[src/rtl/bootrom_frontend.sv]
// Boot mask ROM request/response front end: single outstanding Get, ROM me/oe/address drive, registered response.
// Optional legality checking (opcode, size, alignment, address window) is enabled by BOOTROM_FRONTEND_CHECK_EN.
module bootrom_frontend #(
    parameter logic [31:0] BASE_ADDR = 32'h0001_0000,
    parameter int unsigned ROM_WORDS = 2048
) (
    input  logic        clock,
    input  logic        reset,
    input  logic        a_valid,
    output logic        a_ready,
    input  logic [2:0]  a_opcode,
    input  logic [31:0] a_address,
    input  logic [1:0]  a_size,
    input  logic [3:0]  a_source,
    output logic        d_valid,
    input  logic        d_ready,
    output logic [31:0] d_data,
    output logic [1:0]  d_size,
    output logic [3:0]  d_source,
    output logic        d_denied,
    output logic        rom_me,
    output logic        rom_oe,
    output logic [10:0] rom_address,
    input  logic [31:0] rom_q
);

    typedef enum logic [1:0] {
        ST_IDLE,
        ST_READ,
        ST_RESP
    } state_t;

    state_t      r_state;
    logic        r_d_valid;
    logic [31:0] r_d_data;
    logic [1:0]  r_d_size;
    logic [3:0]  r_d_source;
    logic        r_d_denied;
    logic [10:0] r_rom_addr;

    logic        w_a_fire;
    logic        w_legal;
    logic [10:0] w_req_addr;
    logic        w_unused;

    assign a_ready  = (r_state == ST_IDLE) && !reset;
    assign w_a_fire = a_valid && a_ready && !reset;

`ifdef BOOTROM_FRONTEND_CHECK_EN
    // Window bounds in 33 bits so a window touching 2^32 cannot wrap.
    localparam logic [32:0] WIN_LO = {1'b0, BASE_ADDR};
    localparam logic [32:0] WIN_HI = WIN_LO + (33'(ROM_WORDS) << 2);

    logic [32:0] w_addr33;
    logic [31:0] w_offset;
    logic        w_aligned;

    assign w_addr33 = {1'b0, a_address};

    always_comb begin
        w_aligned = 1'b1;
        case (a_size)
            2'd1:    w_aligned = !a_address[0];
            2'd2:    w_aligned = (a_address[1:0] == 2'b00);
            default: w_aligned = 1'b1;
        endcase
    end

    assign w_legal    = (a_opcode == 3'd4) && (a_size != 2'd3) && w_aligned &&
                        (w_addr33 >= WIN_LO) && (w_addr33 < WIN_HI);
    assign w_offset   = a_address - BASE_ADDR;
    assign w_req_addr = w_offset[12:2];
    assign w_unused   = ^{w_offset[31:13], w_offset[1:0]};
`else
    assign w_legal    = 1'b1;
    assign w_req_addr = a_address[12:2];
    assign w_unused   = ^{a_opcode, a_address[31:13], a_address[1:0], BASE_ADDR, ROM_WORDS};
`endif

    assign rom_me      = w_a_fire && w_legal;
    assign rom_address = rom_me ? w_req_addr : r_rom_addr;
    assign rom_oe      = (r_state == ST_READ);

    assign d_valid  = r_d_valid;
    assign d_data   = r_d_data;
    assign d_size   = r_d_size;
    assign d_source = r_d_source;
    assign d_denied = r_d_denied;

    always_ff @(posedge clock) begin
        if (reset) begin
            r_state    <= ST_IDLE;
            r_d_valid  <= 1'b0;
            r_d_data   <= '0;
            r_d_size   <= '0;
            r_d_source <= '0;
            r_d_denied <= 1'b0;
            r_rom_addr <= '0;
        end else begin
            case (r_state)
                ST_IDLE: begin
                    if (w_a_fire) begin
                        r_d_size   <= a_size;
                        r_d_source <= a_source;
                        if (w_legal) begin
                            r_rom_addr <= w_req_addr;
                            r_state    <= ST_READ;
                        end else begin
                            r_d_data   <= '0;
                            r_d_denied <= 1'b1;
                            r_d_valid  <= 1'b1;
                            r_state    <= ST_RESP;
                        end
                    end
                end
                ST_READ: begin
                    r_d_data   <= rom_q;
                    r_d_denied <= 1'b0;
                    r_d_valid  <= 1'b1;
                    r_state    <= ST_RESP;
                end
                ST_RESP: begin
                    if (d_ready) begin
                        r_d_valid <= 1'b0;
                        r_state   <= ST_IDLE;
                    end
                end
                default: r_state <= ST_IDLE;
            endcase
        end
    end

endmodule

[config.mk]
export PLATFORM = sky130hd
export DESIGN_NAME = bootrom_frontend
export DESIGN_NICKNAME = d
export VERILOG_FILES = /design/src/rtl/bootrom_frontend.sv
export SDC_FILE = /design/constraint.sdc
export NUM_CORES = 1
export LEC_CHECK = 0
export ABC_CLOCK_PERIOD_IN_PS = 1700
export CORE_AREA = 2 2 79 81
export CTS_CLUSTER_SIZE = 28
export DETAILED_ROUTE_END_ITERATION = 6
export DIE_AREA = 0 0 81 83
export GPL_TIMING_DRIVEN = 1
export PLACE_DENSITY = 0.77
export SLEW_MARGIN = 20
export SYNTH_ARGS = -nofsm -noshare
export SYNTH_HDL_FRONTEND = slang
export SYNTH_SLANG_ARGS = --single-unit
[constraint.sdc]
create_clock -name clock -period 1.7 [get_ports clock]
set_input_delay 0.34 -clock clock [delete_from_list [all_inputs] [get_ports clock]]
set_output_delay 0.34 -clock clock [all_outputs]
set_load 0.01 [all_outputs]
==> flow_summary.toml, run 1 <==
[yosys]
yosysUniqueCellTypes = 23
yosysTopAreaCell = "dfxtp_1"
syn_area_per_cell_um2 = 8.44
ys_ff_latch = 52
yosysSeqAreaShare = 0.512
synth_edf_count = 0
syn-num-nets = 318
ys.flop_type = "dfxtp_1"
synth_cells = 241
synth_top_area_share = 0.512
async_reset_ff_frac = 0
synth.yosys.warnings = 0
synth.cell_area_um2 = 2030
synthTopCellsByCount = "nand2_1 (98), dfxtp_1 (52), a21oi_1 (49), mux2_4 (9)"
ys_top_cells_by_area = "dfxtp_1 (51%), nand2_1 (18%), a21oi_1 (12%)"
synth_most_common_cell = "nand2_1"

[timing]
rsz0062_at_grt = "true"
setup_viol = 11
skew_ns = 0.00421
slew_viol_final = 0
hold_slack_ns = 0.459
fin_ws_ns = -0.271
maxSlewHeadroom = 0.639
worstMarginPinSlew_ns = 0.541
hold_viol_final = 0
min_period_ns = 1.97
fmaxAchievable_ghz = 0.507
fin_crit_sh = 1.16

[run]
max_cap_viol_count = 0

[die]
core_um2 = 5820
die_w_um = 81
std_cell_rows = 28
die_h_um = 83
io_pins = 131
die-area_um2 = 6720
start_util = 0.350

[detailed_routing]
viasPerCell = 4.65
ant_nets = 0
drc = 0
totalWireLength_mm = 5.63
firstDrtPassIters = 4
drt_iter0_drc = 78
vias = 2041
wl_per_cell_um = 12.8

[critical_path]
cp-start-kind = "flop"
worstPathArrival_ns = 1.63
worstPathCellList = "nor3_4, and2_4, buf_4, mux2_4, buf_6"
required_ns = 1.36
worstSetupPathType = "reg2out"
r2r-start = "r_state[1]"
r2r_end = "r_rom_addr[2]"
rrSetupSlack_ns = 0.33
path_buf_inv = 2
worstSetupEndpointType = "output port"
path_delay_family = "simple AND/OR/NAND/NOR gates"
critPathMaxFanout = 6
reg2reg_depth = 5
cpMaxStageDelayCell = "dfxtp_2"
slowest_delay_ns = 0.35

[cts]
path_clk_slew_ns = 0.09
cts_hold_buf = 0
clock-root-buffer = "clkbuf_8"
clockBufferDepth = 2
cts_buffers = 5
clk_latency_ns = 0.30
cts.sinks = 52
cts_tree = "yes"
cts_max_level = 2

[min_path]
min_from = "d_data[8]"
whs_path_depth = 2
holdPathEnd = "d_data[8]"
min_path_type = "reg2reg"

[finish]
nFillCells = 532
utilization = 0.588
drive_gt1_frac = 0.192
multi_input_area_um2 = 881
seqCellArea_um2 = 1040
antenna_cells = 0
area_delta_synth_final_pct = 68.1
finalNetCount = 440

[outcome]
failed_checks = "negative setup slack"
outcome = "finished, violations left"

[grt]
grt_pass1_vias = 2023
grt_use_total = 0.170
grt_first_pass_wirelength_mm = 9.27
overflow = 0
antenna_found_initial = 0
grt_max_degree = 52

[placed_design]
gp_routability_congestion = 0.675
port_buffers = 105
place_hpwl_mm = 3.72
post-place-ws_ns = -0.565

[power_and_ir_drop]
p_leak_nw = 1.34
max-vdd-ir-drop_mv = 0.522
p_per_area_nw_per_um2 = 834
cell type report:
cell class | count | area share
Timing Repair Buffer | 132 | 0.372
Multi-Input combinational cell | 171 | 0.257
Clock buffer | 7 | 0.0282
Sequential cell | 52 | 0.305
Inverter | 1 | 0.00110
Tap cell | 75 | 0.0274
Clock inverter | 1 | 0.00878
where the power goes:
part           internal, mW  total (mW)  switching [mW]
combinational         0.368       0.614           0.246
clock                 0.520       0.918           0.398
sequential             1.29        1.32          0.0344
total                  2.17        2.85           0.678
metal layers:
metal / part of all wire / track usage
met1: 0.41 / 0.204
met2: 0.48 / 0.282
met3: 0.087 / 0.0543
met4: 0.023 / 0.0601
met5: 0 / 0
worst max path at each step:
| stage | from | endpoint | slack [ns] | depth (start not counted) |
|---|---|---|---|---|
| 2_1_floorplan | reset | rom_address[0] | 0.05 | 5 |
| 3_3_place_gp | a_valid | rom_address[8] | -0.56 | 4 |
| 3_5_place_dp | a_valid | rom_address[8] | -0.57 | 4 |
| 4_1_cts | r_state[0] | rom_address[7] | -0.26 | 5 |
| 5_1_grt | r_state[0] | rom_address[1] | -0.33 | 5 |
| 6_report | r_state[0] | rom_address[1] | -0.27 | 5 |
stage by stage:
step	TNS, ns	std cells	power [mW]	area, um^2
after floorplan	0	241	1.60	2040
after global placement	-6.53	420	1.91	3180
after detailed placement	-7.18	420	1.92	3180
after CTS	-2.47	438	2.87	3410
after global routing	-3.31	439	2.99	3420
final	-2.61	439	2.85	3420
worst min-delay path: cells and delay by family (launching register included):
family / cells / cell delay (ns)
flops: 1 / 0.32
simple gates: 1 / 0.05
compound gates: 1 / 0.05
registers in the layout, indices dropped and copies added (netlist names):
register,cells
d_valid,1
d_data,32
d_source,4
r_rom_addr,11
d_size,2
r_state,2
cell families after synthesis:
kind of cell    count (synthesis)  share of synthesized area
other cells                     1                    0.00184
compound gates                 51                      0.127
buf+inv                        19                     0.0646
simple gates                  107                      0.217
mux                            11                     0.0775
flops                          52                      0.512
cell usage in the layout, fill, tap and decap left out, types with 2 or more instances in the layout:
cell type,count
clkbuf_8,7
buf_4,23
clkdlybuf4s50_1,90
dfxtp_1,50
and2_4,2
buf_2,2
buf_6,16
dfxtp_2,2
a21oi_1,49
mux2_4,10
nand2_1,98
timing repair:
action	4_1_cts	5_1_grt
setup buffers	9	1
resized for setup	71	4
setup endpoints to repair	14	14
pin swaps	3	2
cloned	1	0
(Power assumes the default switching activity.)
==> inputs of run 2 (changes only) <==
--- a/config.mk
+++ b/config.mk
@@ -5,13 +5,13 @@
 export SDC_FILE = /design/constraint.sdc
 export NUM_CORES = 1
 export LEC_CHECK = 0
-export ABC_CLOCK_PERIOD_IN_PS = 1700
-export CORE_AREA = 2 2 79 81
+export ABC_CLOCK_PERIOD_IN_PS = 2280
+export CORE_AREA = 2 2 76 78
 export CTS_CLUSTER_SIZE = 28
 export DETAILED_ROUTE_END_ITERATION = 6
-export DIE_AREA = 0 0 81 83
+export DIE_AREA = 0 0 78 80
 export GPL_TIMING_DRIVEN = 1
-export PLACE_DENSITY = 0.77
+export PLACE_DENSITY = 0.83
 export SLEW_MARGIN = 20
 export SYNTH_ARGS = -nofsm -noshare
 export SYNTH_HDL_FRONTEND = slang
==> constraint.sdc (replaced) <==
create_clock -name clock -period 2.28 [get_ports clock]
set_input_delay 0.456 -clock clock [delete_from_list [all_inputs] [get_ports clock]]
set_output_delay 0.456 -clock clock [all_outputs]
set_load 0.01 [all_outputs]
==> flow_summary.toml, run 2 (synthesis gave the netlist of run 1 again) <==
[cts]
cts_max_level = 2
clock-root-buffer = "clkbuf_8"
clk_latency_ns = 0.30
cts_buffers = 5
cts_hold_buf = 0
clockBufferDepth = 2
path_clk_slew_ns = 0.09
cts.sinks = 52
cts_tree = "yes"

[run]
max_cap_viol_count = 0

[power_and_ir_drop]
switching_share = 0.237
max-vdd-ir-drop_mv = 0.346
p_sw_uw = 476
p_per_area_nw_per_um2 = 607
p_comb_frac = 0.208
clkPwrFrac = 0.303
p_leak_nw = 1.30
sequentialPowerShare = 0.489
p_int_mw = 1.53
total_power_mw = 2.01

[finish]
fin_cells = 429
finalInstanceArea_um2 = 3310
area_delta_synth_final_pct = 62.5
antenna_cells = 0
drive_gt1_frac = 0.134
final_cell_mix = "nand2_1 (98), clkdlybuf4s50_1 (91), dfxtp_1 (51)"
final_common_cell = "nand2_1"
largest_reg_flops = 32
finalNetCount = 433

[grt]
grt_pass1_vias = 1884
grt_first_pass_wirelength_mm = 8.27
antenna_found_initial = 0
overflow = 0
grt_max_degree = 52
grt_use_total = 0.165

[detailed_routing]
firstDrtPassIters = 4
drt_iter0_drc = 77
wl_per_cell_um = 11.8
viasPerCell = 4.55
totalWireLength_mm = 5.05
drc = 0
ant_nets = 0
vias = 1950

[critical_path]
worstPathCellList = "nor3_4, and2_4, buf_4, mux2_4, dlygate4sd2_1"
worstSetupPathType = "reg2out"
cpMaxStageDelayCell = "dfxtp_2"
path_buf_inv = 2
r2r-start = "r_state[1]"
worstSetupEndpointType = "output port"
r2r_end = "d_source[0]"
rrSetupSlack_ns = 0.79
slowest_delay_ns = 0.35
worstPathArrival_ns = 1.75
cp-start-kind = "flop"
required_ns = 1.82
critPathMaxFanout = 5
reg2reg_depth = 4
cp.depth = 5
path_delay_family = "simple AND/OR/NAND/NOR gates"
startpoint = "r_state[0]"
crit_end = "rom_address[10]"

[timing]
skew_ns = 0.00298
hold_viol_final = 0
slew_viol_final = 0
fin_ws_ns = 0.0774
min_period_ns = 2.20
fmaxAchievable_ghz = 0.454
maxSlewHeadroom = 0.632
rsz0062_at_grt = "false"
setup_viol = 0
fin_crit_sh = 0.966
worstMarginPinSlew_ns = 0.552

[die]
die_h_um = 80
die_w_um = 78
start_util = 0.376
io_pins = 131
core_um2 = 5410
std_cell_rows = 27
die-area_um2 = 6240

[placed_design]
post-place-ws_ns = -0.232
placedInstanceArea_um2 = 3100
place_hpwl_mm = 3.44
place_inst = 408
port_buffers = 105
gp_routability_congestion = 0.658

[outcome]
outcome = "completed"

[min_path]
min_path_type = "reg2reg"
## run 2: repair_timing
item,in CTS,in global routing
pin swaps,3,1
setup buffers,11,1
gates resized for setup,16,2
gates cloned,1,0
endpoints found under the setup margin,11,2
## run 2: worst min-delay path by stage
stage | to | slack, ns | cells after the start | startpoint
after detailed placement | d_data[19] | 0.45 | 2 | d_data[19]
after floorplan | r_rom_addr[8] | 0.43 | 2 | r_rom_addr[8]
after CTS | r_rom_addr[2] | 0.46 | 2 | r_rom_addr[2]
after global routing | r_rom_addr[2] | 0.48 | 2 | r_rom_addr[2]
after global placement | d_data[13] | 0.44 | 2 | d_data[13]
final | d_data[3] | 0.46 | 2 | d_data[3]
## run 2: stage by stage
step / utilization / TNS (ns) / hold WS [ns]
finish: 0.612 / 0 / 0.456
global route: 0.612 / 0 / 0.476
CTS: 0.610 / 0 / 0.458
detailed placement: 0.574 / -2.24 / 0.446
global placement: 0.574 / -2.19 / 0.441
floorplan: - / 0 / 0.434
## run 2: routing by layer
metal  routed length, um  GRT usage  part of all wire
met5                   0          0                 0
met4                  25     0.0474            0.0049
met3                 439     0.0656             0.087
met2                2490      0.299              0.49
met1                2100      0.178              0.42
## run 2: tightest hold or removal path: cells and delay by family (launching register included)
family	cells	cell delay (ns)
AND/OR/NAND/NOR	1	0.05
AO/OA/AOI/OAI	1	0.05
flip-flops	1	0.31
## run 2: power by group through the flow
stage | sequential [mW] | clock [mW] | combinational [mW]
floorplan | 1.02 | 0 | 0.172
global placement | 1.00 | 0 | 0.406
detailed placement | 1.00 | 0 | 0.410
CTS | 0.983 | 0.637 | 0.421
global route | 0.989 | 0.673 | 0.456
finish | 0.983 | 0.608 | 0.417
## run 2: layout make-up
cell class,instances,area (um^2)
Sequential cell,52,1040
Tap cell,72,90.1
Clock inverter,2,35.0
Fill cell,476,2100
Multi-Input combinational cell,171,877
Clock buffer,6,72.6
Inverter,1,3.75
Timing Repair Buffer,125,1190
==> inputs of run 3 (changes only) <==
--- a/config.mk
+++ b/config.mk
@@ -12,6 +12,7 @@
 export DIE_AREA = 0 0 78 80
 export GPL_TIMING_DRIVEN = 1
 export PLACE_DENSITY = 0.83
+export SKIP_LAST_GASP = 1
 export SLEW_MARGIN = 20
 export SYNTH_ARGS = -nofsm -noshare
 export SYNTH_HDL_FRONTEND = slang
==> flow_summary.toml, run 3 (synthesis gave the netlist of run 1 again) <==
[cts]
clk_latency_ns = 0.30
cts.sinks = 52
clockBufferDepth = 2
path_clk_slew_ns = 0.09
cts_max_level = 2
clock-root-buffer = "clkbuf_8"
cts_buffers = 5
cts_tree = "yes"

[detailed_routing]
drt_iter0_drc = 77
vias = 1950
firstDrtPassIters = 4
ant_nets = 0
drc = 0
totalWireLength_mm = 5.05
viasPerCell = 4.55
wl_per_cell_um = 11.8

[die]
die-area_um2 = 6240
std_cell_rows = 27
die_h_um = 80
core_um2 = 5410
die_w_um = 78
io_pins = 131
start_util = 0.376

[timing]
fin_crit_sh = 0.974
rsz0062_at_grt = "true"
fin_ws_ns = 0.0585
worstMarginPinSlew_ns = 0.552
fmaxAchievable_ghz = 0.450
skew_ns = 0.00298
min_period_ns = 2.22
slew_viol_final = 0
setup_tns_ns = 0
hold_viol_final = 0
maxSlewHeadroom = 0.632
setup_viol = 0

[critical_path]
r2r-start = "r_state[1]"
cp-start-kind = "flop"
worstSetupPathType = "reg2out"
worstPathArrival_ns = 1.77
startpoint = "r_state[0]"
worstSetupEndpointType = "output port"
required_ns = 1.82
critPathMaxFanout = 5

[finish]
nFillCells = 477
area_delta_synth_final_pct = 62.5
final_cell_mix = "nand2_1 (98), clkdlybuf4s50_1 (91), dfxtp_1 (51)"
finalNetCount = 433
drive_gt1_frac = 0.134
final_common_cell = "nand2_1"
largest_reg_flops = 32
antenna_cells = 0

[placed_design]
gp_routability_congestion = 0.658
place_hpwl_mm = 3.44
port_buffers = 105
post-place-ws_ns = -0.232

[power_and_ir_drop]
p_leak_nw = 1.30
p_int_mw = 1.53
sequentialPowerShare = 0.490
max-vdd-ir-drop_mv = 0.346
p_per_area_nw_per_um2 = 607
p_comb_frac = 0.207
p_sw_uw = 476
clkPwrFrac = 0.303
switching_share = 0.237

[grt]
grt_first_pass_wirelength_mm = 8.27
grt_use_total = 0.165
antenna_found_initial = 0
overflow = 0
grt_max_degree = 52
grt_pass1_vias = 1884

[run]
max_cap_viol_count = 0

[outcome]
outcome = "completed"

[min_path]
min_path_type = "reg2reg"
min_from = "d_data[3]"
==> run 3: cell count changes in the layout (fill, tap and decap cells not counted), sizes merged <==
| cell | change |
|---|---|
| clkdlybuf4s15 | -1 |
| dlygate4sd2 | +1 |
==> run 3: power groups by stage <==
stage | combinational (mW) | sequential, mW | clock, mW
2_1_floorplan | 0.172 | 1.02 | 0
3_3_place_gp | 0.406 | 1.00 | 0
3_5_place_dp | 0.410 | 1.00 | 0
4_1_cts | 0.421 | 0.983 | 0.637
5_1_grt | 0.456 | 0.989 | 0.673
6_report | 0.416 | 0.983 | 0.608
==> run 3: worst paths after layout <==
kind | end | slack [ns] | cells after the start
worst max-delay path | rom_address[8] | 0.06 | 5
worst min-delay path | d_data[3] | 0.46 | 2
worst max register to register | d_source[0] | 0.79 | 4
worst min register to register | d_data[3] | 0.46 | 2
==> run 3: final cells by class <==
type	instances	area [um^2]	share of cell area
timing repair buffer	125	1180	0.358
sequential	52	1040	0.315
multi-input combinational	171	877	0.265
tap	72	90.1	0.0273
clock buffer	6	72.6	0.0220
clock inverter	2	35.0	0.0106
inverter	1	3.75	0.00114
==> run 3: worst max-delay path: stages, from the launching register on <==
cell and delay (ns):
dfxtp_2 0.35, nor3_4 0.21, and2_4 0.20, buf_4 0.12
mux2_2 0.32, dlygate4sd2_1 0.28
==> run 3: through the flow <==
| step | power [mW] | area [um^2] | hold slack (ns) | cells | util |
|---|---|---|---|---|---|
| 2_1_floorplan | 1.19 | 2030 | 0.434 | 241 | - |
| 3_3_place_gp | 1.41 | 3100 | 0.441 | 408 | 0.574 |
| 3_5_place_dp | 1.41 | 3100 | 0.446 | 408 | 0.574 |
| 4_1_cts | 2.04 | 3300 | 0.458 | 428 | 0.610 |
| 5_1_grt | 2.12 | 3310 | 0.476 | 429 | 0.612 |
| 6_report | 2.01 | 3310 | 0.456 | 429 | 0.612 |
==> run 3: what timing repair did <==
action / 4_1_cts / 5_1_grt
hold buffers: 0 / 0
pin swaps: 3 / 1
endpoints found under the setup margin: 11 / 2
endpoints found under the hold margin: 0 / 0
resized for setup: 16 / 1
buffers inserted: 11 / 1
gates cloned: 1 / 0
==> run 3: per-layer routing <==
layer  up-vias  wire length, um  track usage
met5         -                0            0
met4         0               25       0.0474
met3         4              439       0.0656
met2        68             2490        0.299
met1       877             2100        0.178
li1       1001                -            -
